**config.mk**
```make
export PLATFORM = sky130hd
export DESIGN_NAME = seq_bcd_converter_cgrundey_flat
export DESIGN_NICKNAME = d
export VERILOG_FILES = /design/src/rtl/seq_bcd_converter_cgrundey_pkg.sv /design/src/rtl/seq_bcd_converter_cgrundey_if.sv /design/src/rtl/seq_bcd_converter_cgrundey_adj.sv /design/src/rtl/seq_bcd_converter_cgrundey.sv /design/src/flat_wrapper.sv
export SDC_FILE = /design/constraint.sdc
export NUM_CORES = 1
export LEC_CHECK = 0
export BUFFER_PORTS_ARGS = -buffer_cell sky130_fd_sc_hd__buf_2
export CORE_MARGIN = 2
export CORE_UTILIZATION = 40
export CTS_CLUSTER_DIAMETER = 100
export DETAILED_ROUTE_END_ITERATION = 10
export HOLD_SLACK_MARGIN = 0.05
export MAX_ROUTING_LAYER = met4
export PLACE_DENSITY = 0.55
export SLEW_MARGIN = 20
export SYNTH_ARGS = -nofsm -noshare
export SYNTH_HDL_FRONTEND = slang
export SYNTH_SLANG_ARGS = --single-unit
```
**constraint.sdc**
```tcl
create_clock -name clk -period 3.3 [get_ports clk]
set_input_delay 0.165 -clock clk [delete_from_list [all_inputs] [get_ports clk]]
set_output_delay 0.165 -clock clk [all_outputs]
set_load 0.01 [all_outputs]
```
**src/rtl/seq_bcd_converter_cgrundey_pkg.sv**
```systemverilog
// rtl/seq_bcd_converter_cgrundey_pkg.sv - shared encodings and helpers for the BCD/binary converter
// Enumerations and constant helpers shared by the converter top and its digit adjuster.
package conv_pkg_cgrundey;

  typedef enum logic [1:0] {
    IDLE = 2'd0,
    CONV = 2'd1,
    DONE = 2'd2
  } conv_state_e;

  localparam logic MODE_BIN2BCD = 1'b0;
  localparam logic MODE_BCD2BIN = 1'b1;

  // Largest value representable in the given number of BCD digits (10^digits - 1).
  function automatic longint unsigned bcd_max_val(input int digits);
    longint unsigned v;
    v = 1;
    for (int i = 0; i < digits; i++) begin
      v = v * 10;
    end
    return v - 1;
  endfunction

endpackage

```
**src/rtl/seq_bcd_converter_cgrundey_if.sv**
```systemverilog
// rtl/seq_bcd_converter_cgrundey_if.sv - request/result bundle for the BCD/binary converter
// The requester drives start/mode/operands; the converter returns results and status.
interface seq_bcd_converter_cgrundey_if #(
  parameter int DIGITS = 2,
  parameter int BIN_W  = 7
);
  logic                start;
  logic                mode;
  logic [BIN_W-1:0]    bin_in;
  logic [4*DIGITS-1:0] bcd_in;
  logic [4*DIGITS-1:0] bcd_out;
  logic [BIN_W-1:0]    bin_out;
  logic                busy;
  logic                done;
  logic                err;

  modport master (
    output start, mode, bin_in, bcd_in,
    input  bcd_out, bin_out, busy, done, err
  );

  modport slave (
    input  start, mode, bin_in, bcd_in,
    output bcd_out, bin_out, busy, done, err
  );
endinterface

```
**src/rtl/seq_bcd_converter_cgrundey_adj.sv**
```systemverilog
// rtl/seq_bcd_converter_cgrundey_adj.sv - per-digit add-3 / subtract-3 correction
// Four-bit digit correction, no carry out; the top applies it before (bin->bcd) or after (bcd->bin) the shift.
module bcd_digit_adj_cgrundey
  import conv_pkg_cgrundey::*;
(
  input  logic [3:0] digit_i,
  input  logic       mode_i,
  output logic [3:0] digit_o
);

  always_comb begin
    digit_o = digit_i;
    if (mode_i == MODE_BIN2BCD) begin
      if (digit_i >= 4'd5) digit_o = digit_i + 4'd3;
    end else begin
      if (digit_i >= 4'd8) digit_o = digit_i - 4'd3;
    end
  end

endmodule

```
**src/rtl/seq_bcd_converter_cgrundey.sv**
```systemverilog
// rtl/seq_bcd_converter_cgrundey.sv - iterative BCD<->binary converter, one bit per clock
// IDLE captures and range-checks, CONV runs BIN_W shift steps, DONE loads the result pair.
module seq_bcd_converter_cgrundey
  import conv_pkg_cgrundey::*;
#(
  parameter int DIGITS = 2,
  parameter int BIN_W  = 7
) (
  input  logic                        clk,
  input  logic                        clear,
  seq_bcd_converter_cgrundey_if.slave bus
);

  localparam int BCD_W = 4 * DIGITS;
  localparam int CNT_W = $clog2(BIN_W + 1);
  localparam logic [BIN_W-1:0] MAX_BIN = BIN_W'(bcd_max_val(DIGITS));

  if (DIGITS < 1 || (64'd1 << BIN_W) <= bcd_max_val(DIGITS)) begin : g_bad_params
    $fatal(1, "seq_bcd_converter_cgrundey: BIN_W too narrow for DIGITS");
  end

  conv_state_e      state_q;
  logic [CNT_W-1:0] cnt_q;
  logic             mode_q, bad_q;
  logic [BCD_W-1:0] sh_bcd_q, sh_bcd_d, op_bcd_q, bcd_out_q;
  logic [BIN_W-1:0] sh_bin_q, sh_bin_d, op_bin_q, bin_out_q;
  logic             busy_q, done_q, err_q;

  logic             in_bad;
  logic [BCD_W-1:0] sr_bcd, adj_in, adj_out;
  logic [BIN_W-1:0] sr_bin;

  always_comb begin
    in_bad = 1'b0;
    if (bus.mode == MODE_BIN2BCD) begin
      in_bad = (bus.bin_in > MAX_BIN);
    end else begin
      for (int i = 0; i < DIGITS; i++) begin
        if (bus.bcd_in[4*i +: 4] > 4'd9) in_bad = 1'b1;
      end
    end
  end

  // bin->bcd corrects the digits before shifting left; bcd->bin corrects after shifting right.
  assign {sr_bcd, sr_bin} = {sh_bcd_q, sh_bin_q} >> 1;
  assign adj_in = (mode_q == MODE_BIN2BCD) ? sh_bcd_q : sr_bcd;

  for (genvar g = 0; g < DIGITS; g++) begin : g_adj
    bcd_digit_adj_cgrundey u_adj (
      .digit_i (adj_in[4*g +: 4]),
      .mode_i  (mode_q),
      .digit_o (adj_out[4*g +: 4])
    );
  end

  always_comb begin
    sh_bcd_d = adj_out;
    sh_bin_d = sr_bin;
    if (mode_q == MODE_BIN2BCD) {sh_bcd_d, sh_bin_d} = {adj_out, sh_bin_q} << 1;
  end

  always_ff @(posedge clk) begin
    if (clear) begin
      state_q   <= IDLE;
      cnt_q     <= '0;
      mode_q    <= MODE_BIN2BCD;
      bad_q     <= 1'b0;
      sh_bcd_q  <= '0;
      sh_bin_q  <= '0;
      op_bcd_q  <= '0;
      op_bin_q  <= '0;
      bcd_out_q <= '0;
      bin_out_q <= '0;
      busy_q    <= 1'b0;
      done_q    <= 1'b0;
      err_q     <= 1'b0;
    end else begin
      done_q <= 1'b0;
      case (state_q)
        IDLE: begin
          if (bus.start) begin
            mode_q   <= bus.mode;
            op_bin_q <= bus.bin_in;
            op_bcd_q <= bus.bcd_in;
            sh_bcd_q <= (bus.mode == MODE_BIN2BCD) ? '0 : bus.bcd_in;
            sh_bin_q <= (bus.mode == MODE_BIN2BCD) ? bus.bin_in : '0;
            cnt_q    <= CNT_W'(BIN_W);
            bad_q    <= in_bad;
            err_q    <= 1'b0;
            busy_q   <= !in_bad;
            state_q  <= in_bad ? DONE : CONV;
          end
        end
        CONV: begin
          sh_bcd_q <= sh_bcd_d;
          sh_bin_q <= sh_bin_d;
          cnt_q    <= cnt_q - CNT_W'(1);
          if (cnt_q == CNT_W'(1)) state_q <= DONE;
        end
        DONE: begin
          done_q  <= 1'b1;
          busy_q  <= 1'b0;
          err_q   <= bad_q;
          state_q <= IDLE;
          if (bad_q) begin
            bcd_out_q <= '0;
            bin_out_q <= '0;
          end else if (mode_q == MODE_BIN2BCD) begin
            bcd_out_q <= sh_bcd_q;
            bin_out_q <= op_bin_q;
          end else begin
            bcd_out_q <= op_bcd_q;
            bin_out_q <= sh_bin_q;
          end
        end
        default: state_q <= IDLE;
      endcase
    end
  end

  assign bus.bcd_out = bcd_out_q;
  assign bus.bin_out = bin_out_q;
  assign bus.busy    = busy_q;
  assign bus.done    = done_q;
  assign bus.err     = err_q;

endmodule

```
**src/flat_wrapper.sv**
```systemverilog
// flat-port wrapper written by rule: the top's interface ports become plain ports
module seq_bcd_converter_cgrundey_flat import conv_pkg_cgrundey::*;
#(
  parameter int DIGITS = 2,
  parameter int BIN_W  = 7
)
  (clk, clear, bus_start, bus_mode, bus_bin_in, bus_bcd_in, bus_bcd_out, bus_bin_out, bus_busy, bus_done, bus_err);
  seq_bcd_converter_cgrundey_if #(.DIGITS(DIGITS), .BIN_W(BIN_W)) bus_i ();
  input  logic clk;
  input  logic clear;
  input wire logic [$bits(bus_i.start)-1:0] bus_start;
  input wire logic [$bits(bus_i.mode)-1:0] bus_mode;
  input wire logic [$bits(bus_i.bin_in)-1:0] bus_bin_in;
  input wire logic [$bits(bus_i.bcd_in)-1:0] bus_bcd_in;
  output wire logic [$bits(bus_i.bcd_out)-1:0] bus_bcd_out;
  output wire logic [$bits(bus_i.bin_out)-1:0] bus_bin_out;
  output wire logic [$bits(bus_i.busy)-1:0] bus_busy;
  output wire logic [$bits(bus_i.done)-1:0] bus_done;
  output wire logic [$bits(bus_i.err)-1:0] bus_err;
  assign bus_i.start = bus_start;
  assign bus_i.mode = bus_mode;
  assign bus_i.bin_in = bus_bin_in;
  assign bus_i.bcd_in = bus_bcd_in;
  assign bus_bcd_out = bus_i.bcd_out;
  assign bus_bin_out = bus_i.bin_out;
  assign bus_busy = bus_i.busy;
  assign bus_done = bus_i.done;
  assign bus_err = bus_i.err;
  seq_bcd_converter_cgrundey #(.DIGITS(DIGITS), .BIN_W(BIN_W)) u_core (.clk(clk), .clear(clear), .bus(bus_i));
endmodule
```
Yosys cells after proc, flatten, opt, wreduce, memory -nomap -nowiden --
Cells that the tools add are included.
Operators by class: $add $sub $neg 5, multiply operators 0, divide/modulo/power cells 0, $lt $le $gt $ge 7, eq/ne operators 5, shifts and indexed selects 0, muxes and demuxes 33, bitwise operators 0, reductions and logical operators 8
Operators by type and width (count):
- $mux W8 | 6
- $mux W7 | 5
- $mux W4 | 6
- $pmux W8 S2 | 1
- $pmux W7 S2 | 1
- $add A4 B2 Y4 const B | 2
- $ge A4 B3 Y1 const B | 2
- $ge A4 B4 Y1 const B | 2
- $gt A4 B4 Y1 const B | 2
- $reduce_and A2 Y1 | 4
- $sub A4 B2 Y4 const B | 2
- $gt A7 B7 Y1 const B | 1
- $mux W1 | 6
- $mux W2 | 3
- $pmux W3 S2 | 1
- $pmux W1 S2 | 2
- $pmux W2 S2 | 1
- $reduce_bool A2 Y1 | 2
- $eq A3 B1 Y1 const B | 1
- $mux W3 | 1
- $sub A3 B1 Y3 const B | 1
- $eq A2 B1 Y1 const B | 1
- $eq A2 B2 Y1 const B | 1
- $logic_not A2 Y1 | 1
- 3 further kinds | 3
Word-level totals: register bits 55, latch bits 0, bits in writable memories 0, bits in read-only memories 0, bits of input ports 19, logic and storage cells 71, memories kept 0

Longest topological paths before layout --
Gate-level depths: netlist of run 1.
depth after elaboration 7, depth in mapped cells 10, mapped depth without buffers 8

Cells and area by module --
From an unflattened synthesis of run 1, not the netlist that was laid out.
Second synthesis, totals: cell total of the unflattened synthesis 349, area total of the unflattened synthesis 3030.4 µm²
Modules (own cells, without submodules):
- seq_bcd_converter_cgrundey | instances 1, cells each 299, area each 2630.0 µm², seq. area each 1101.1 µm²
- bcd_digit_adj_cgrundey | instances 2, cells each 25, area each 200.2 µm², seq. area each 0.0 µm²

Worst setup path before layout of run 1 --
No wires, ideal clock.
path kind register to register, start point reg u_core.mode_q, end point reg u_core.sh_bcd_q[2], arrival time 1900 ps, slack 1269 ps, cell stages (with the launch flop) 10, path through dfxtp_1 > clkbuf_1 > clkbuf_1 > nand2_1 > and2_1 > ha_1 > and3b_1 > o221ai_1 > mux2i_1 > o22ai_1
On the way: word-level cells in the longest chain between the ends 6
Ends and longest elaborated chain:
- from (decl) | line seq_bcd_converter_cgrundey.sv:24 | logic mode_q, bad_q;
- from (signal assigned) | line seq_bcd_converter_cgrundey.sv:82 | mode_q <= bus.mode;
- $mux W8 | line seq_bcd_converter_cgrundey.sv:46 | assign adj_in = (mode_q == MODE_BIN2BCD) ? sh_bcd_q : sr_bcd;
- $add A4 B2 Y4 (tied with other cells) | line seq_bcd_converter_cgrundey_adj.sv:14 | if (digit_i >= 4'd5) digit_o = digit_i + 4'd3;
- $mux W4, on equally long branches | line seq_bcd_converter_cgrundey_adj.sv:14, seq_bcd_converter_cgrundey_adj.sv:16
- $mux W4 | line seq_bcd_converter_cgrundey_adj.sv:13 | if (mode_i == MODE_BIN2BCD) begin
- $mux W8 * | line seq_bcd_converter_cgrundey.sv:59 | if (mode_q == MODE_BIN2BCD) {sh_bcd_d, sh_bin_d} = {adj_out, sh_bin_q} << 1;
- $pmux W8 S2 * | line seq_bcd_converter_cgrundey.sv:79 | case (state_q)
- to (signal assigned) | line seq_bcd_converter_cgrundey.sv:85 | sh_bcd_q <= (bus.mode == MODE_BIN2BCD) ? '0 : bus.bcd_in;
- to (decl) | line seq_bcd_converter_cgrundey.sv:25 | logic [BCD_W-1:0] sh_bcd_q, sh_bcd_d, op_bcd_q, bcd_out_q;
Every way passes the cells marked *; elsewhere a longest branch is shown, timed or not. A chain may end at the register's enable or synchronous reset.

Worst setup path in the final report of run 1 --
Ends and elaborated chain as after synthesis.

==> reports/summary.txt, run 1 <==
status = complete, no violations
ANT cells = 0
Layout Area Growth over Synthesis = 11.2%
Worst Hold Launch = bus_bin_in[0]
clock tree sinks = 55
Peak VDD IR = 0.249 mV
post-synthesis compound-gate area fraction = 23.3%
CTS clk-pin slew, worst paths = 100 ps
CTS tree = built
share of cells above drive strength 1 = 15.1%
post_cts resized = 0
setup TNS = 0 ps
clock root cell = clkbuf_8
Register-to-Register Path Depth = 8
multiplexer share of the synthesized area = 3.45%
Synth Area in XOR/XNOR = 0.928%
Routed WL = 7360 um
pwr/cell area = 496 nW/um^2
Routed Antenna Nets = 0
CTS Hold Bufs = 0
syn_area_per_cell = 7.91 um^2
slack of the critical path = 949 ps
reg2reg end = u_core.sh_bcd_q[2]
clock share of power = 33.6%
Initial Util = 41.4%
clock skew = 7.46 ps
Main synth FF type = dfxtp_1
CP peak stage delay = 900 ps
Mapped Area = 2830 um^2
Worst-Margin Slew = 1030 ps
Final Cycle Share = 71.3%
Worst R2R Start = u_core.mode_q
Post-Synth Simple-Gate Area = 22.1%
pre-CTS setup slack = 959 ps
internal power = 1.12 mW
GP Congestion = 0.862
slowest CP cell = dfxtp_1
synthesized flop and latch total = 55
maxcap violations = 0
post-DP HPWL = 5080 um
Hold Path Sink = u_core.op_bin_q[0]
fmax = 425 MHz
Num CTS Buffers = 5
post-synthesis adder-cell area fraction = 3.54%
CP Capture Type = register
switching share of total power = 28.3%
largest net degree at the start of global routing = 55
DR DRC count = 0
Synth warnings = 0
Reg power frac = 48.6%
register area share after synthesis = 38.9%
worst reg2reg setup slack = 950 ps
Leak = 1.27 nW
Die Height = 88.1 um
Crit path required time = 3450 ps
dpl cell area = 3020 um^2
Pre-antenna DRT Iters = 5
Cells after Synth = 358
Arr. time, crit path = 2510 ps
Die X = 88.1 um
antenna violations before repair = 0
number of port buffers = 36
Via Count = 2,555
Avg WL per Cell = 15.5 um
Fin. Hold Viols = 0
critical-path maximum fanout = 30
crit-path cells = nand2b_1, and2_1, inv_1, ha_1, nor2b_1, xnor2_1, a221oi_1, o22ai_1
Pins Over Slew Limit = 0
gr usage total = 20.4%
Die ar. = 7770 um^2
design area = 3150 um^2
end-of-flow core utilization = 46.1%
crit path buf inv count = 1
Nets = 404
Critical Path Start Type = register
crit path launch = u_core.mode_q
Synth cell types = 49
I/O pin count = 37
number of global-route vias before repair = 2,323
core area = 6830 um^2
CP Class = reg2reg
post-CTS setup buffer count = 0
First DRT Iteration DRCs = 236
crit path time final = 2350 ps
syn_nets = 385
worst skew pair latency = 310 ps
clk buf depth = 2
WP depth = 8
number of flops mapped to enable cells by yosys = 0
Net Sw Power = 441 uW
row count = 30
WHS Path Cells = 3
Slew headroom = 31.3%
largest family of logic cells by synthesized area = compound AO/OA/AOI/OAI gates
RSZ-0062 raised after global routing = false
critical path's top delay family = flip-flops
GRT Residual Overflow = 0
Hold WC Path Type = in2reg
Post-synth ARST share = 0%
htree depth = 2
vias per inst = 5.39
power share of the combinational group = 17.8%
first-pass GRT wire length = 12,000 um
Setup-failing EPs final = 0
==> worst reg2reg max path, cell delays in order (launching register included) <==
cell	delay, ps
dfxtp_1	900
nand2b_1	220
and2_1	200
inv_1	60
ha_1	190
nor2b_1	150
xnor2_1	80
a221oi_1	300
o22ai_1	120
==> power groups by stage <==
stage	clock (mW)	combinational (mW)	sequential [mW]
floorplan	0	0.229	0.744
global placement	0	0.272	0.772
detailed placement	0	0.274	0.773
CTS	0.537	0.276	0.757
global route	0.562	0.315	0.765
finish	0.525	0.277	0.758
==> flip-flops by register name, indices dropped and copies added (netlist names), 2 cells and up <==
| signal | count |
|---|---|
| u_core.sh_bcd_q | 8 |
| u_core.op_bcd_q | 8 |
| u_core.cnt_q | 3 |
| u_core.state_q | 2 |
| u_core.sh_bin_q | 7 |
| u_core.bus.bin_out | 7 |
| u_core.op_bin_q | 7 |
| u_core.bus.bcd_out | 8 |
==> stage by stage <==
stage          instances  power [mW]  hold slack, ps
3_3_place_gp         466        1.04             427
3_5_place_dp         466        1.05             430
2_1_floorplan        358       0.972             301
6_report             474        1.56             100
4_1_cts              474        1.57            91.0
5_1_grt              474        1.64             115
==> cells in the final DEF, fill, tap and decap left out, types with 6 or more instances in the layout <==
cell and instances:
o21ai_0 16, nor2_1 29, mux2_2 6, nand2_1 59, inv_1 22, dfxtp_1 55, a31oi_1 6, buf_2 36
a22oi_1 18, a21oi_1 31, nand2b_1 14, a222oi_1 6, ha_1 8
==> layer usage <==
metal	routed length, um	global-route usage (%)
met5	0	-
met4	25	4.55
met3	286	3.20
met2	3390	30.2
met1	3660	29.5
==> Yosys cell counts (2+ instances only) <==
cell type,n,share of area [%]
a22oi_1,18,4.8
clkbuf_1,11,1.5
a2111oi_0,2,0.62
or4_1,2,0.53
o21ai_0,16,2.8
nor2b_1,5,1.1
inv_1,22,2.9
and2_1,5,1.1
a31oi_1,6,1.3
o22ai_1,2,0.44
nand2b_1,14,3.1
o211ai_1,2,0.53
nor2_2,2,0.44
buf_2,12,2.1
o221ai_1,4,1.2
nand3b_1,4,1.1
buf_6,2,0.80
dfxtp_1,55,39
nor3_1,5,0.88
nand3_1,2,0.35
mux2i_1,3,1.1
a222oi_1,6,2.1
a21oi_1,31,5.5
ha_1,8,3.5
xnor2_1,2,0.62
buf_4,2,0.53
a211oi_1,2,0.53
nor2_1,29,3.8
nand2_1,59,7.8
mux2_2,6,2.4
==> worst max-delay path by stage <==
stage | end | slack, ps
finish | u_core.sh_bcd_q[2] | 950
global route | u_core.sh_bcd_q[2] | 660
CTS | u_core.sh_bcd_q[6] | 960
detailed placement | u_core.sh_bcd_q[6] | 960
global placement | u_core.sh_bcd_q[2] | 1020
floorplan | u_core.sh_bcd_q[2] | 1270
==> cell families after synthesis <==
logic type      after synthesis
simple gates                134
compound gates              100
flops                        55
buf+inv                      49
mux                           9
fa+ha+maj                     8
xor+xnor                      3
==> layout make-up <==
class	instances	area, um^2
fill	708	3680
multi-input combinational	254	1510
sequential	55	1100
timing repair buffer	39	203
tap	96	120
inverter	22	82.6
clock buffer	6	72.6
clock inverter	2	60.1
Note: power is estimated with default switching activity, not from simulation.
==> inputs of run 2 (changes only) <==
Settings changed: PLACE_DENSITY 0.55 to 0.57.
Clock period 3.3 ns to 2 ns, I/O delays scaled along.
==> run 2 against run 1 <==
Cell count is 5.9% higher. Via count is 6.3% higher. Non-clock buffer count is 28 higher. Register-to-register slack worse by 850 ps. Design area is 7.5% higher. Combinational power is 100% higher. Critical path type unchanged. Largest power group unchanged. Highest routed layer unchanged.
==> reports/summary.txt, run 2 (same netlist as run 1, synthesis figures left out) <==
switching share of total power = 31.4% (+3.1 points)
clock skew = 13.2 ps (+5.76 ps)
CTS clk-pin slew, worst paths = 110 ps (about the same)
reg2reg end = u_core.sh_bcd_q[2]
ANT cells = 0 (unchanged)
status = complete, no violations
number of global-route vias before repair = 2,368 (+1.9%)
met1 Track Usage GR = 29.3% (-0.17 points)
Pins Over Slew Limit = 0 (unchanged)
worst reg2reg setup slack = 90 ps (-850 ps)
maxcap violations = 0 (unchanged)
GP Congestion = 0.915 (+6.2%)
crit-path cells = buf_12, nand2b_1, and2_1, ha_1, and3b_1, o221ai_1, mux2i_1, o22ai_1
Leak = 1.39 nW (+9.3%)
first-pass GRT wire length = 12,300 um (+2.0%)
Worst Hold Launch = bus_bcd_in[5]
internal power = 1.66 mW (+48%)
Power Total = 2.42 mW (+55%)
I/O pin count = 37 (unchanged)
met3 usage = 2.92% (-0.28 points)
fmax = 525 MHz (+23%)
gr usage total = 20.7% (+0.24 points)
Fin. Hold Viols = 0 (unchanged)
Initial Util = 41.4% (unchanged)
Routed WL = 7600 um (+3.3%)
Final Cycle Share = 95.3% (+24 points)
number of port buffers = 36 (unchanged)
Die Height = 88.1 um (unchanged)
Register-to-Register Path Depth = 8 (unchanged)
worst skew pair latency = 310 ps (about the same)
power share of the combinational group = 23.2% (+5.4 points)
met2 Resource Use GR = 31.4% (+1.2 points)
WHS Path Cells = 3 (unchanged)
most common cell after layout, fill and taps aside = nand2_1
DR DRC count = 0 (unchanged)
Die ar. = 7770 um^2 (unchanged)
Critical Path Start Type = register
clock share of power = 26.4% (-7.2 points)
largest net degree at the start of global routing = 35 (-36%)
Arr. time, crit path = 2090 ps (-420 ps)
Hold Path Sink = u_core.op_bcd_q[5]
most frequent cells in the layout = nand2_1 (59), dfxtp_1 (54), buf_2 (36)
RSZ-0062 raised after global routing = false
slowest CP cell = dfxtp_4
pwr/cell area = 715 nW/um^2 (+44%)
Nets = 432 (+6.9%)
share of cells above drive strength 1 = 19.0% (+3.9 points)
crit path buf inv count = 1 (unchanged)
htree depth = 2 (unchanged)
Setup-failing EPs final = 0 (unchanged)
Reg power frac = 50.4% (+1.8 points)
clock root cell = clkbuf_8
Pre-antenna DRT Iters = 5 (unchanged)
setup TNS = 0 ps (unchanged)
Num CTS Buffers = 5 (unchanged)
CP peak stage delay = 370 ps (-530 ps)
Via Count = 2,715 (+6.3%)
Die X = 88.1 um (unchanged)
Slew headroom = 51.6% (+20 points)
CTS tree = built
Peak VDD IR = 0.289 mV (+16%)
post-DP HPWL = 5280 um (+3.9%)
critical-path maximum fanout = 17 (-43%)
Routed Antenna Nets = 0 (unchanged)
final hold slack = 65.7 ps (-34.5 ps)
Hold WC Path Type = in2reg
Fillers = 700 (-1.1%)
core area = 6830 um^2 (unchanged)
vias per inst = 5.41 (+0.34%)
crit path time final = 1910 ps (-446 ps)
clk buf depth = 2 (unchanged)
clock tree sinks = 55 (unchanged)
Worst R2R Start = u_core.mode_q
critical path's top delay family = simple AND/OR/NAND/NOR gates
row count = 30 (unchanged)
Layout Area Growth over Synthesis = 19.5%
Net Sw Power = 760 uW (+72%)
Crit path required time = 2190 ps (-1260 ps)
First DRT Iteration DRCs = 236 (unchanged)
CP Class = reg2reg
Worst-Margin Slew = 724 ps (-307 ps)
CP Capture Type = register
GRT Max-Usage Layer = met2
antenna violations before repair = 0 (unchanged)
GRT Residual Overflow = 0 (unchanged)
Avg WL per Cell = 15.1 um (-2.5%)
## run 2: worst max-delay path by stage
stage,start,endpoint,slack [ps],depth (start not counted)
floorplan,u_core.mode_q,u_core.sh_bcd_q[2],30,9
CTS,u_core.mode_q,u_core.sh_bcd_q[2],100,8
detailed placement,u_core.mode_q,u_core.sh_bcd_q[2],110,8
global route,u_core.mode_q,u_core.sh_bcd_q[2],10,8
finish,u_core.mode_q,u_core.sh_bcd_q[2],90,8
global placement,u_core.mode_q,u_core.sh_bcd_q[2],180,8
## run 2: power by group through the flow
stage,Combinational [mW],Sequential (mW),Clock [mW]
2_1_floorplan,0.378,1.23,0
3_3_place_gp,0.525,1.24,0
3_5_place_dp,0.527,1.24,0
4_1_cts,0.546,1.22,0.666
5_1_grt,0.632,1.23,0.702
6_report,0.562,1.22,0.639
## run 2: per-stage QoR
step	cell area, um^2	setup slack [ps]	util [%]	instances
2_1_floorplan	2830	26.9	-	358
3_3_place_gp	3140	180	46.0	481
3_5_place_dp	3140	109	46.0	481
4_1_cts	3340	95.3	48.9	500
5_1_grt	3380	10.6	49.5	502
6_report	3380	94.8	49.5	502
## run 2: final cells by class
cell class / count / area, um^2 / share of cell area [%]
Clock buffer: 6 / 72.6 / 2.14
Timing Repair Buffer: 67 / 470 / 13.9
Clock inverter: 2 / 16.3 / 0.481
Inverter: 22 / 82.6 / 2.44
Multi-Input combinational cell: 254 / 1520 / 44.8
Sequential cell: 55 / 1100 / 32.7
Tap cell: 96 / 120 / 3.55
## run 2: repair_timing
action,4_1_cts,5_1_grt
endpoints found under the setup margin,0,4
buffers inserted,0,1
hold endpoints to repair,11,0
hold buffers,11,0
gates resized for setup,0,5
## run 2: metal layers
| layer | part of all wire [%] | up-vias |
|---|---|---|
| met2 | 45 | 101 |
| met5 | 0 | - |
| met4 | 1.2 | 0 |
| met1 | 47 | 1259 |
| li1 | - | 1343 |
| met3 | 6.2 | 12 |
## run 2: worst min-delay path, delay by kind of cell
family,cells,cell delay (ps)
AO/OA/AOI/OAI,1,50
buffers and inverters,1,130
AND/OR/NAND/NOR,1,60
==> inputs of run 3 (changes only) <==
Settings changed: ABC_AREA from default to 1, CORE_ASPECT_RATIO from default to 1.25, HOLD_SLACK_MARGIN 0.05 to default.
==> run 3 against run 2 <==
Critical path type unchanged. Largest power group unchanged. Global-route usage grew 0.26 points. Count of clock-buffer cells in the layout is 1 lower. Total power rose by 13%.
==> reports/summary.txt, run 3 <==
status = complete, no violations
htree depth = 2 (unchanged)
DR DRC count = 0 (unchanged)
post-DP HPWL = 5660 um (+7.2%)
crit path launch = u_core.mode_q
Synth Area in XOR/XNOR = 0.308% (-0.62 points)
post-synth top area share = 38.7% (-0.21 points)
Post-synth top cells = nand2_1 (97), dfxtp_1 (55), a21oi_1 (45), o21ai_0 (45), nor2_1 (33)
core area = 6930 um^2 (+1.5%)
Worst R2R Start = u_core.mode_q
CP Class = reg2reg
CTS clk-pin slew, worst paths = 100 ps (about the same)
Num CTS Buffers = 5 (unchanged)
Hold WC Path Type = in2reg
GRT Residual Overflow = 0 (unchanged)
Post-Synth Simple-Gate Area = 26.2% (+4.1 points)
first-pass GRT wire length = 12,600 um (+2.4%)
Final Cycle Share = 89.4% (-5.8 points)
multiplexer share of the synthesized area = 0% (-3.4 points)
ANT cells = 0 (unchanged)
clk buf depth = 2 (unchanged)
Pre-antenna DRT Iters = 4 (-1)
Cells after Synth = 402 (+12%)
register area = 1100 um^2 (-0.23%)
Initial Util = 41.1% (-0.40 points)
post-CTS setup buffer count = 0 (unchanged)
pwr/cell area = 846 nW/um^2 (+18%)
syn_nets = 429 (+11%)
CTS tree = built
First DRT Iteration DRCs = 215 (-8.9%)
Synth warnings = 0 (unchanged)
CTS Hold Bufs = 0 (-11)
most frequent cells in the layout = nand2_1 (97), dfxtp_1 (54), o21ai_0 (45), a21oi_1 (45), buf_2 (36)
Avg WL per Cell = 14.3 um (-5.6%)
Power Total = 2.73 mW (+13%)
top-count cell post-synth = nand2_1
number of global-route vias before repair = 2,492 (+5.2%)
CP Capture Type = register
crit path time final = 1790 ps (-117 ps)
final hold slack = 31.0 ps (-34.7 ps)
number of flops mapped to enable cells by yosys = 0 (unchanged)
Routed WL = 7550 um (-0.76%)
Synth cell types = 36 (-27%)
synthesized flop and latch total = 55 (unchanged)
Mapped Area = 2850 um^2 (+0.53%)
Die Height = 98.3 um (+12%)
clock root cell = clkbuf_8
largest family of logic cells by synthesized area = simple AND/OR/NAND/NOR gates
number of port buffers = 36 (unchanged)
Crit path required time = 2260 ps (+70 ps)
row count = 34 (+13%)
maxcap violations = 0 (unchanged)
post_cts resized = 0 (unchanged)
Peak VDD IR = 0.302 mV (+4.2%)
Fillers = 737 (+5.3%)
register area share after synthesis = 38.7% (-0.21 points)
syn_area_per_cell = 7.08 um^2 (-10%)
gr usage total = 20.9% (+0.26 points)
RSZ-0062 raised after global routing = false
Setup-failing EPs final = 0 (unchanged)
Leak = 1.47 nW (+5.9%)
vias per inst = 5.18 (-4.3%)
Pins Over Slew Limit = 0 (unchanged)
Layout Area Growth over Synthesis = 13.4%
post-synthesis adder-cell area fraction = 3.52% (-0.019 points)
multi-input combinational cell area = 1470 um^2 (-2.9%)
Via Count = 2,733 (+0.66%)
critical-path maximum fanout = 6 (-11)
setup TNS = 0 ps (unchanged)
Worst-Margin Slew = 487 ps (-237 ps)
Fin. Hold Viols = 0 (unchanged)
Synth area leader = dfxtp_1
top cells by area, synth = dfxtp_1 (39%), nand2_1 (13%), a21oi_1 (7.9%), o21ai_0 (7.9%), nor2_1 (4.4%)
clock skew = 6.48 ps (-6.74 ps)
Nets = 465 (+7.6%)
Routed Antenna Nets = 0 (unchanged)
clock tree sinks = 55 (unchanged)
Worst Hold Launch = bus_bin_in[6]
fmax = 559 MHz (+6.5%)
most common cell after layout, fill and taps aside = nand2_1
Die X = 79.5 um (-9.9%)
GP Congestion = 0.911 (-0.48%)
Die ar. = 7810 um^2 (+0.56%)
Main synth FF type = dfxtp_1
Post-synth ARST share = 0% (unchanged)
I/O pin count = 37 (unchanged)
Slew headroom = 67.1% (+15 points)
worst skew pair latency = 320 ps (about the same)
post-synthesis compound-gate area fraction = 21.7% (-1.6 points)
Arr. time, crit path = 2050 ps (-40 ps)
antenna violations before repair = 0 (unchanged)
Critical Path Start Type = register
largest net degree at the start of global routing = 32 (-8.6%)
share of cells above drive strength 1 = 19.6% (+0.67 points)
run 3: cell families after synthesis:
logic type	count (synthesis)
buffers and inverters	58
xor gates and xnor gates	1
and+or+nand+nor	167
DFF	55
AOI/OAI and AO/OA	113
adders and majority gates	8
run 3: cell type report:
| type | count | area share (%) |
|---|---|---|
| Clock buffer | 5 | 2.13 |
| Clock inverter | 2 | 1.16 |
| Inverter | 39 | 4.69 |
| Multi-Input combinational cell | 289 | 45.6 |
| Sequential cell | 55 | 34.1 |
| Tap cell | 90 | 3.49 |
| Timing Repair Buffer | 48 | 8.76 |
run 3: worst paths after layout:
kind	slack [ps]	cells after the start	end
worst max-delay path	210	10	u_core.sh_bcd_q[2]
worst min-delay path	30	3	u_core.op_bin_q[6]
worst max register to register	210	10	u_core.sh_bcd_q[2]
worst min register to register	450	2	u_core.op_bin_q[3]
run 3: worst max-delay path, cell delays in order (launching register included):
cell and delay (ps):
dfxtp_2 360, buf_4 170, nand2_1 80, inv_2 50
nor2_4 160, inv_1 60, ha_1 180, or2_2 300
a31oi_1 170, o21ai_1 90, a21oi_1 110
run 3: where the power goes:
part           internal, mW  switching [mW]
logic                 0.248           0.473
clock network         0.366           0.371
registers              1.20          0.0705
run 3: stage by stage:
stage               instance area (um^2)  std cells  utilization [%]  setup WS, ps
detailed placement                  3120        521             45.0           180
global route                        3230        528             46.6          51.1
global placement                    3120        521             45.0           238
finish                              3230        528             46.6           211
floorplan                           2850        402                -           361
CTS                                 3230        528             46.5           175
run 3: metal layers:
| layer | part of all wire, % | vias to the layer above | track usage (%) |
|---|---|---|---|
| met5 | 0 | - | - |
| met4 | 2.5 | 0 | 8.49 |
| met3 | 3.2 | 13 | 2.50 |
| met2 | 49 | 51 | 33.7 |
| met1 | 45 | 1279 | 26.5 |
| li1 | - | 1390 | - |
